File: src/rtl/acc_exec_ctrl.sv
// Execute-stage controller for the 8-bit accumulator core.
// Accepts one decoded instruction per handshake, optionally fetches a memory
// operand, drives the external ALU, and owns the accumulator register.
module acc_exec_ctrl #(
  parameter int unsigned MEM_TIMEOUT = 15
) (
  input  logic        clk,
  input  logic        rst_n,
  input  logic        instr_valid_in,
  input  logic [12:0] instr_in,
  output logic        instr_ready_out,
  output logic        mem_req_out,
  output logic        mem_we_out,
  output logic [7:0]  mem_addr_out,
  output logic [7:0]  mem_wdata_out,
  input  logic [7:0]  mem_rdata_in,
  input  logic        mem_ack_in,
  output logic [2:0]  alu_unit_sel_out,
  output logic        alu_op_sel_out,
  output logic [7:0]  alu_acc_out,
  output logic [7:0]  alu_src_out,
  input  logic [7:0]  alu_res_in,
  output logic [7:0]  acc_out,
  output logic        done_out,
  output logic        branch_valid_out,
  output logic [7:0]  branch_target_out,
  output logic        err_out
);

  localparam logic [7:0] TMO = 8'(MEM_TIMEOUT);

  typedef enum logic [1:0] {IDLE, MEM, EXEC} state_t;

  state_t      state, state_d;
  logic [12:0] instr_q;
  logic [7:0]  src_q, acc_q, cnt_q, target_q;
  logic        done_q, branch_q, err_q;

  logic [3:0]  in_op, q_op;
  logic [7:0]  cnt_inc;
  logic        fire, in_illegal, in_mem, is_st, timeout;

  // Decode of the offered and the held instruction
  always_comb begin
    in_op      = instr_in[11:8];
    q_op       = instr_q[11:8];
    fire       = instr_valid_in && (state == IDLE);
    in_illegal = (in_op > 4'hC);
    in_mem     = (in_op == 4'hB) || ((in_op <= 4'h9) && instr_in[12]);
    is_st      = (q_op == 4'hB);
    cnt_inc    = cnt_q + 8'd1;
    timeout    = (cnt_inc == TMO);
  end

  // State register
  always_ff @(posedge clk) begin
    if (!rst_n) state <= IDLE;
    else        state <= state_d;
  end

  // Next-state logic; ack takes priority over the timeout
  always_comb begin
    state_d = state;
    case (state)
      IDLE: begin
        if (fire) begin
          if (in_illegal)  state_d = IDLE;
          else if (in_mem) state_d = MEM;
          else             state_d = EXEC;
        end
      end
      MEM: begin
        if (mem_ack_in)   state_d = is_st ? IDLE : EXEC;
        else if (timeout) state_d = IDLE;
      end
      EXEC:    state_d = IDLE;
      default: state_d = IDLE;
    endcase
  end

  // Datapath registers and one-cycle event pulses
  always_ff @(posedge clk) begin
    if (!rst_n) begin
      instr_q  <= '0;
      src_q    <= '0;
      acc_q    <= '0;
      cnt_q    <= '0;
      target_q <= '0;
      done_q   <= 1'b0;
      branch_q <= 1'b0;
      err_q    <= 1'b0;
    end else begin
      done_q   <= 1'b0;
      branch_q <= 1'b0;
      err_q    <= 1'b0;
      case (state)
        IDLE: begin
          if (fire) begin
            instr_q <= instr_in;
            cnt_q   <= '0;
            if (in_illegal)  err_q <= 1'b1;
            else if (!in_mem) src_q <= instr_in[7:0];
          end
        end
        MEM: begin
          cnt_q <= cnt_inc;
          if (mem_ack_in) begin
            if (is_st) done_q <= 1'b1;
            else       src_q  <= mem_rdata_in;
          end else if (timeout) begin
            err_q <= 1'b1;
          end
        end
        EXEC: begin
          if (q_op <= 4'h9) acc_q <= alu_res_in;
          done_q <= 1'b1;
          if ((q_op == 4'hA) && (acc_q != 8'h00)) begin
            branch_q <= 1'b1;
            target_q <= instr_q[7:0];
          end
        end
        default: ;
      endcase
    end
  end

  // Memory interface, held stable for the whole MEM visit
  always_comb begin
    instr_ready_out = (state == IDLE) && rst_n;
    mem_req_out     = (state == MEM);
    mem_we_out      = (state == MEM) && is_st;
    mem_addr_out    = (state == MEM) ? instr_q[7:0] : '0;
    mem_wdata_out   = ((state == MEM) && is_st) ? acc_q : '0;
  end

  // ALU selects from the opcode during EXEC, idle selects otherwise
  always_comb begin
    alu_unit_sel_out = 3'b111;
    alu_op_sel_out   = 1'b0;
    alu_src_out      = '0;
    alu_acc_out      = acc_q;
    if (state == EXEC) begin
      alu_src_out = src_q;
      case (q_op)
        4'h0: begin alu_unit_sel_out = 3'b000; alu_op_sel_out = 1'b0; end
        4'h1: begin alu_unit_sel_out = 3'b000; alu_op_sel_out = 1'b1; end
        4'h2: begin alu_unit_sel_out = 3'b001; alu_op_sel_out = 1'b0; end
        4'h3: begin alu_unit_sel_out = 3'b001; alu_op_sel_out = 1'b1; end
        4'h4: begin alu_unit_sel_out = 3'b010; alu_op_sel_out = 1'b0; end
        4'h5: begin alu_unit_sel_out = 3'b010; alu_op_sel_out = 1'b1; end
        4'h6: begin alu_unit_sel_out = 3'b011; alu_op_sel_out = 1'b0; end
        4'h7: begin alu_unit_sel_out = 3'b100; alu_op_sel_out = 1'b0; end
        4'h8: begin alu_unit_sel_out = 3'b101; alu_op_sel_out = 1'b0; end
        4'h9: begin alu_unit_sel_out = 3'b110; alu_op_sel_out = 1'b0; end
        default: begin alu_unit_sel_out = 3'b111; alu_op_sel_out = 1'b0; end
      endcase
    end
  end

  always_comb begin
    acc_out           = acc_q;
    done_out          = done_q;
    branch_valid_out  = branch_q;
    branch_target_out = target_q;
    err_out           = err_q;
  end

endmodule

File: config.mk
export PLATFORM = sky130hd
export DESIGN_NAME = acc_exec_ctrl
export DESIGN_NICKNAME = d
export VERILOG_FILES = /design/src/rtl/acc_exec_ctrl.sv
export SDC_FILE = /design/constraint.sdc
export NUM_CORES = 1
export LEC_CHECK = 0
export CORE_ASPECT_RATIO = 1.75
export CORE_UTILIZATION = 45
export DETAILED_ROUTE_END_ITERATION = 7
export PLACE_DENSITY = 0.8
export REMOVE_ABC_BUFFERS = 1
export SLEW_MARGIN = 20
export SYNTH_ARGS = -nofsm -noshare
export SYNTH_HDL_FRONTEND = slang
export SYNTH_SLANG_ARGS = --single-unit
File: constraint.sdc
create_clock -name clk -period 2.1 [get_ports clk]
set_clock_uncertainty 0.2 [all_clocks]
set_input_delay 0.42 -clock clk [delete_from_list [all_inputs] [get_ports clk]]
set_output_delay 0.42 -clock clk [all_outputs]
set_load 0.03 [all_outputs]
==> results of run 1 <==
[per-layer routing]
| metal | GRT usage (%) | vias up | wire (um) |
|---|---|---|---|
| met5 | 0 | - | 0 |
| met1 | 25.1 | 1218 | 2680 |
| met2 | 43.6 | 62 | 4160 |
| met3 | 3.64 | 8 | 234 |
| met4 | 8.05 | 0 | 120 |
| li1 | - | 1302 | - |
[path summary, 6_finish.rpt]
kind | from | end | slack (ns) | cells past startpoint
worst min register to register | instr_q[4] | instr_q[4] | 0.28 | 2
worst max-delay path | state[1] | mem_wdata_out[1] | 0.002 | 7
worst max register to register | cnt_q[2] | state[0] | 0.12 | 6
worst min-delay path | instr_q[4] | instr_q[4] | 0.28 | 2
[timing repair]
action,in CTS,in global routing
hold buffers,0,0
gates cloned,1,0
endpoints found under the setup margin,28,36
pin swaps,1,3
setup buffers,2,4
gates resized for setup,23,37
[sequential cells by signal (all words and copies together), names as in the netlist, named ones only]
signal and flops:
acc_out 8, branch_target_out 8, branch_valid_out 1, cnt_q 8, done_out 1, err_out 1
instr_q 12, src_q 8, state 2
[power groups by stage]
stage	clock, mW	combinational, mW	sequential [mW]
final	0.592	0.881	1.16
after global routing	0.642	0.956	1.17
after CTS	0.601	0.837	1.15
after detailed placement	0	0.824	1.17
after global placement	0	0.808	1.17
after floorplan	0	0.390	1.22
[kinds of logic after synthesis]
logic type                 after synthesis  share of synthesized area, %
buffers and inverters                   35                          6.66
and+or+nand+nor                        127                          24.2
muxes                                   19                          7.28
DFF                                     53                          40.3
adders and majority gates                5                          2.38
xor gates and xnor gates                 5                          1.66
AOI/OAI and AO/OA                       72                          17.5
[area by class of cell]
class,instances,area (um^2),share of cell area [%]
Sequential cell,53,1070,27.0
Timing Repair Buffer,126,1200,30.2
Multi-Input combinational cell,228,1470,36.9
Clock inverter,3,26.3,0.662
Clock buffer,5,68.8,1.73
Inverter,10,42.5,1.07
Tap cell,76,95.1,2.40
[cell usage after synthesis (2+ instances only)]
cell type and number:
a21oi_1 34, nand2_1 36, and2_1 29, nor4_1 2, xnor2_1 2, and3_1 4, nand3_1 13, xor2_1 3
mux2i_1 18, o22ai_1 2, o21ai_1 2, nand4_1 2, nor2_1 26, clkbuf_1 11, a211oi_1 2, buf_4 8
buf_2 5, ha_1 5, dfxtp_1 53, o21ai_0 7, a21boi_0 4, inv_1 9, a311oi_1 8, a2bb2oi_1 2
nand2b_1 4, nor2b_1 2
[worst reg2reg max path, delay by kind of cell (launching register included)]
family | cells | cell delay (ns)
AO/OA/AOI/OAI | 2 | 0.57
buffers and inverters | 1 | 0.11
flip-flops | 1 | 0.46
AND/OR/NAND/NOR | 2 | 0.40
multiplexers | 1 | 0.17
==> qor.csv, run 1 <==
metric,value,unit
arrival,1.48,ns
worstPathRequired,1.48,ns
synth_top_cell_by_area,dfxtp_1,
wirelength,7200,um
crit_slowest_cell,dfxtp_4,
clkTransAtPathRegs,0.10,ns
cts_sinks,53,
cap_violations,0,
internal_power,1.75,mW
synthFlopType,dfxtp_1,
synthTopCellsByArea,"dfxtp_1, and2_1, mux2i_1, a21oi_1, nand2_1",
die_area,0.00617,mm^2
fin_area,0.00397,mm^2
fin_crit_sh,99.9,%
synthToLayoutAreaGrowth,50.8,%
post_dp_cell_area,0.00365,mm^2
power,2.63,mW
die_x,59.8,um
drtAntennaViolNets,0,
path_buf_inv,4,
p_comb_share,33.5,%
endpoint_kind,primary output,
min_period,2.10,ns
placed_cells,486,
worst_pin_slew,0.336,ns
path_cells,inv_4 > ha_4 > inv_4 > nor2_4 > buf_6 > and2_4 > buf_6,
switching_power,0.880,mW
critical_path.top_delay_family,flip-flops,
worstHoldPathType,reg -> reg,
clockPowerShare,22.5,%
rsz0062_at_grt,true,
yosysSeqAreaShare,40.3,%
setup_viol,0,
grt_pass1_vias,2497,
remaining_drc_errors,0,
ys_warn_count,0,
placeableCoreArea,0.00559,mm^2
synth_cells,316,
drive_above_1_share,24.0,%
utilization,71.1,%
syn_avg_cell_area,8.33,um^2
final_cell_mix,"clkdlybuf4s50_1, dfxtp_1, buf_4",
max_freq,0.477,GHz
io_buffers,90,
slew_headroom,77.4,%
dp_worst_setup_slack,-0.241,ns
stdcell_count,501,
synth_edf_count,0,
synthArstFlopShare,0,%
p_leak,1.60,nW
swShare,33.5,%
peakVddDrop,628,uV
num_rows,36,
yosysTopAreaCellShare,40.3,%
numCtsBuffers,5,
grt_pass1_wl,11100,um
die_h,103,um
pwr-share-seq,44.0,%
wl_per_cell,14.4,um
cellPowerDensity,663,mW/mm^2
cts_tree,built,
fillerInstances,460,
outcome,completed,
viasPerCell,5.17,
worst_slack,0.00181,ns
gp_congestion,0.833,
clock_latency,0.31,ns
h-tree-depth,2,
startpoint_type,flop,
syn_area,0.00263,mm^2
num_antenna_cells,0,
hold_viol_final,0,
layout_commonest_cell,clkdlybuf4s50_1,
synth_cell_type_count,49,
drt_iter0_drc,84,
antenna_found_initial,0,
worstSetupPathType,reg -> out,
synth_seq_cells,53,
slowest_delay,0.37,ns
hpwl,5240,um
final-max-slew-violation-count,0,
grt_overflow_total,0,
layout.nets,462,
setup_tns,0,ns
grt_usage,23.1,%
clockBufferDepth,2,
worstPathMaxFanout,5,
start_util,47.1,%
root_buffer,clkbuf_8,
grt_max_degree,20,
via_count,2590,
hold_ws,0.279,ns
firstDrtPassIters,5,
design.portCount,91,
No activity file was read; power rests on OpenSTA's default activity.
==> inputs of run 2 (changes only) <==
==> constraint.sdc (replaced) <==
create_clock -name clk -period 2.1 [get_ports clk]
set_clock_uncertainty 0.2 [all_clocks]
set_input_delay 0.63 -clock clk [delete_from_list [all_inputs] [get_ports clk]]
set_output_delay 0.63 -clock clk [all_outputs]
set_load 0.03 [all_outputs]
==> run 2 against run 1 <==
Effect of this change: the flow now finishes with violations (setup timing); critical path type unchanged; first-iteration DRC count up 69%; cell count up 4.2%; core utilization up 8.6 points; die area unchanged; setup slack worse by 0.19 ns; flip-flop and latch count unchanged; sequential power about the same; design area up 12%; total power up 15%; wire length up 29%; count of clock-buffer cells in the layout unchanged; highest routed layer unchanged; largest cell class unchanged; non-clock buffer count up 19; largest power group is now combinational cells.
==> qor.csv, run 2 (synthesis gave the netlist of run 1 again) <==
metric,value,unit,change
outcome,finished with violations,,was completed
violations,setup timing,,
firstDrtPassIters,4,,was 5
grt_pass1_wl,12300,um,was 11100 um
cap_violations,0,,unchanged
slew_headroom,63.1,%,was 77.4%
layout_commonest_cell,dfxtp_1,,was clkdlybuf4s50_1
setup_viol,40,,was 0
placeableCoreArea,0.00559,mm^2,unchanged
hold_ws,0.281,ns,was 0.279 ns
design.portCount,91,,unchanged
grt_overflow_total,0,,unchanged
final-max-slew-violation-count,0,,unchanged
crit_start,state[1],,unchanged
worstPathRequired,1.27,ns,was 1.48 ns
die_area,0.00617,mm^2,unchanged
drtAntennaViolNets,0,,unchanged
clkTransAtPathRegs,0.10,ns,about the same
io_buffers,90,,unchanged
grt_usage,26.6,%,was 23.1%
fin_area,0.00445,mm^2,was 0.00397 mm^2
fin_crit_sh,109,%,was 99.9%
min_period,2.28,ns,was 2.10 ns
largest-register,instr_q,,unchanged
wirelength,9270,um,was 7200 um
h-tree-depth,2,,unchanged
start_util,47.1,%,unchanged
slowest_delay,0.34,ns,was 0.37 ns
cts_hold_buf,0,,unchanged
cts_tree,built,,unchanged
layout.nets,483,,was 462
path_depth,6,,was 7
clockBufferDepth,2,,unchanged
hold_viol_final,0,,unchanged
cp-endpoint,mem_wdata_out[7],,was mem_wdata_out[1]
critical_path.top_delay_family,simple AND/OR/NAND/NOR gates,,was flip-flops
grt_pass1_vias,2676,,was 2497
viasPerCell,5.52,,was 5.17
path_cells,inv_2 > ha_4 > inv_4 > nor2_4 > and2_1 > buf_6,,was inv_4 > ha_4 > inv_4 > nor2_4 > buf_6 > and2_4 > buf_6
drt_iter0_drc,142,,was 84
synthToLayoutAreaGrowth,69.1,%,was 50.8%
r2r_slack,-0.05,ns,was 0.12 ns
worstSetupPathType,reg -> out,,unchanged
root_buffer,clkbuf_8,,unchanged
crit_slowest_cell,dfxtp_2,,was dfxtp_4
ff2ff_path_depth,12,,was 6
drive_above_1_share,38.6,%,was 24.0%
p_leak,1.93,nW,was 1.60 nW
gp_congestion,0.810,,was 0.833
path_buf_inv,3,,was 4
rsz0062_at_grt,true,,unchanged
numCtsBuffers,5,,unchanged
via_count,2884,,was 2590
num_rows,36,,unchanged
fillerInstances,363,,was 460
largest_reg_flops,12,,unchanged
worst_pin_slew,0.546,ns,was 0.336 ns
grt_max_degree,22,,was 20
worst_slack,-0.184,ns,was 0.00181 ns
wl_per_cell,17.8,um,was 14.4 um
startpoint_type,flop,,unchanged
die_h,103,um,unchanged
cts_sinks,53,,unchanged
clock_latency,0.33,ns,was 0.31 ns
r2r_start,state[0],,was cnt_q[2]
hpwl,5180,um,was 5240 um
arrival,1.45,ns,was 1.48 ns
min_from,instr_q[4],,unchanged
die_x,59.8,um,unchanged
endpoint_kind,primary output,,unchanged
worstHoldPathType,reg -> reg,,unchanged
post_dp_cell_area,0.00370,mm^2,was 0.00365 mm^2
cellPowerDensity,680,mW/mm^2,was 663 mW/mm^2
antenna_found_initial,0,,unchanged
max_freq,0.438,GHz,was 0.477 GHz
worstPathMaxFanout,5,,unchanged
num_antenna_cells,0,,unchanged
peakVddDrop,703,uV,was 628 uV
remaining_drc_errors,0,,unchanged
final_cell_mix,"dfxtp_1, buf_6, buf_4",,"was clkdlybuf4s50_1, dfxtp_1, buf_4"
==> run 2: cell types whose count changed in the layout (fill, tap and decap cells not counted), sizes merged, moves of 2 or more <==
cell	change
clkinvlp	-2
dlygate4sd2	+30
buf	+20
clkdlybuf4s50	-30
clkdlybuf4s15	-3
==> run 2: what timing repair did <==
action / in CTS / in global routing
gates cloned: 4 / 2
setup endpoints to repair: 71 / 55
pin swaps: 17 / 20
gates resized for setup: 119 / 54
setup buffers: 6 / 8
==> run 2: power breakdown <==
group | internal, mW | total [mW] | switching (mW)
registers | 1.09 | 1.17 | 0.0705
logic | 0.588 | 1.21 | 0.624
clock network | 0.251 | 0.648 | 0.397
==> run 2: final cells by class <==
cell class | count | area, um^2 | area share [%]
Clock buffer | 5 | 68.8 | 1.55
Clock inverter | 3 | 28.8 | 0.647
Inverter | 10 | 42.5 | 0.956
Multi-Input combinational cell | 230 | 1710 | 38.4
Sequential cell | 53 | 1070 | 24.1
Tap cell | 76 | 95.1 | 2.14
Timing Repair Buffer | 145 | 1440 | 32.3
==> run 2: how the worst min path moves through the flow <==
stage                     slack [ns]         end  cells after the start
after global placement          0.25  instr_q[4]                      2
after CTS                       0.28  instr_q[5]                      2
after floorplan                 0.24  instr_q[0]                      2
final                           0.28  instr_q[4]                      2
after detailed placement        0.26  instr_q[5]                      2
after global routing            0.31  instr_q[0]                      2
==> run 2: metal layers <==
metal	routed length, um	up-vias	global-route usage [%]
met5	0	-	0
met2	5160	147	49.2
li1	-	1345	-
met3	520	30	4.64
met4	367	0	14.5
met1	3230	1362	27.2
==> run 2: tightest hold or removal path, cell delays in order (launching register included) <==
cell,delay [ns]
dfxtp_1,0.33
nand2_1,0.06
a21oi_1,0.06
==> run 2: through the flow <==
stage | setup WS [ns] | util (%) | power, mW | cells | TNS, ns
floorplan | -1.14 | - | 1.61 | 291 | -15.23
global placement | -0.392 | 66.3 | 1.99 | 494 | -7.55
detailed placement | -0.493 | 66.3 | 2.01 | 494 | -9.45
CTS | -0.169 | 74.6 | 2.78 | 512 | -3.05
global route | -0.253 | 79.7 | 3.13 | 522 | -5.83
finish | -0.184 | 79.7 | 3.02 | 522 | -3.67
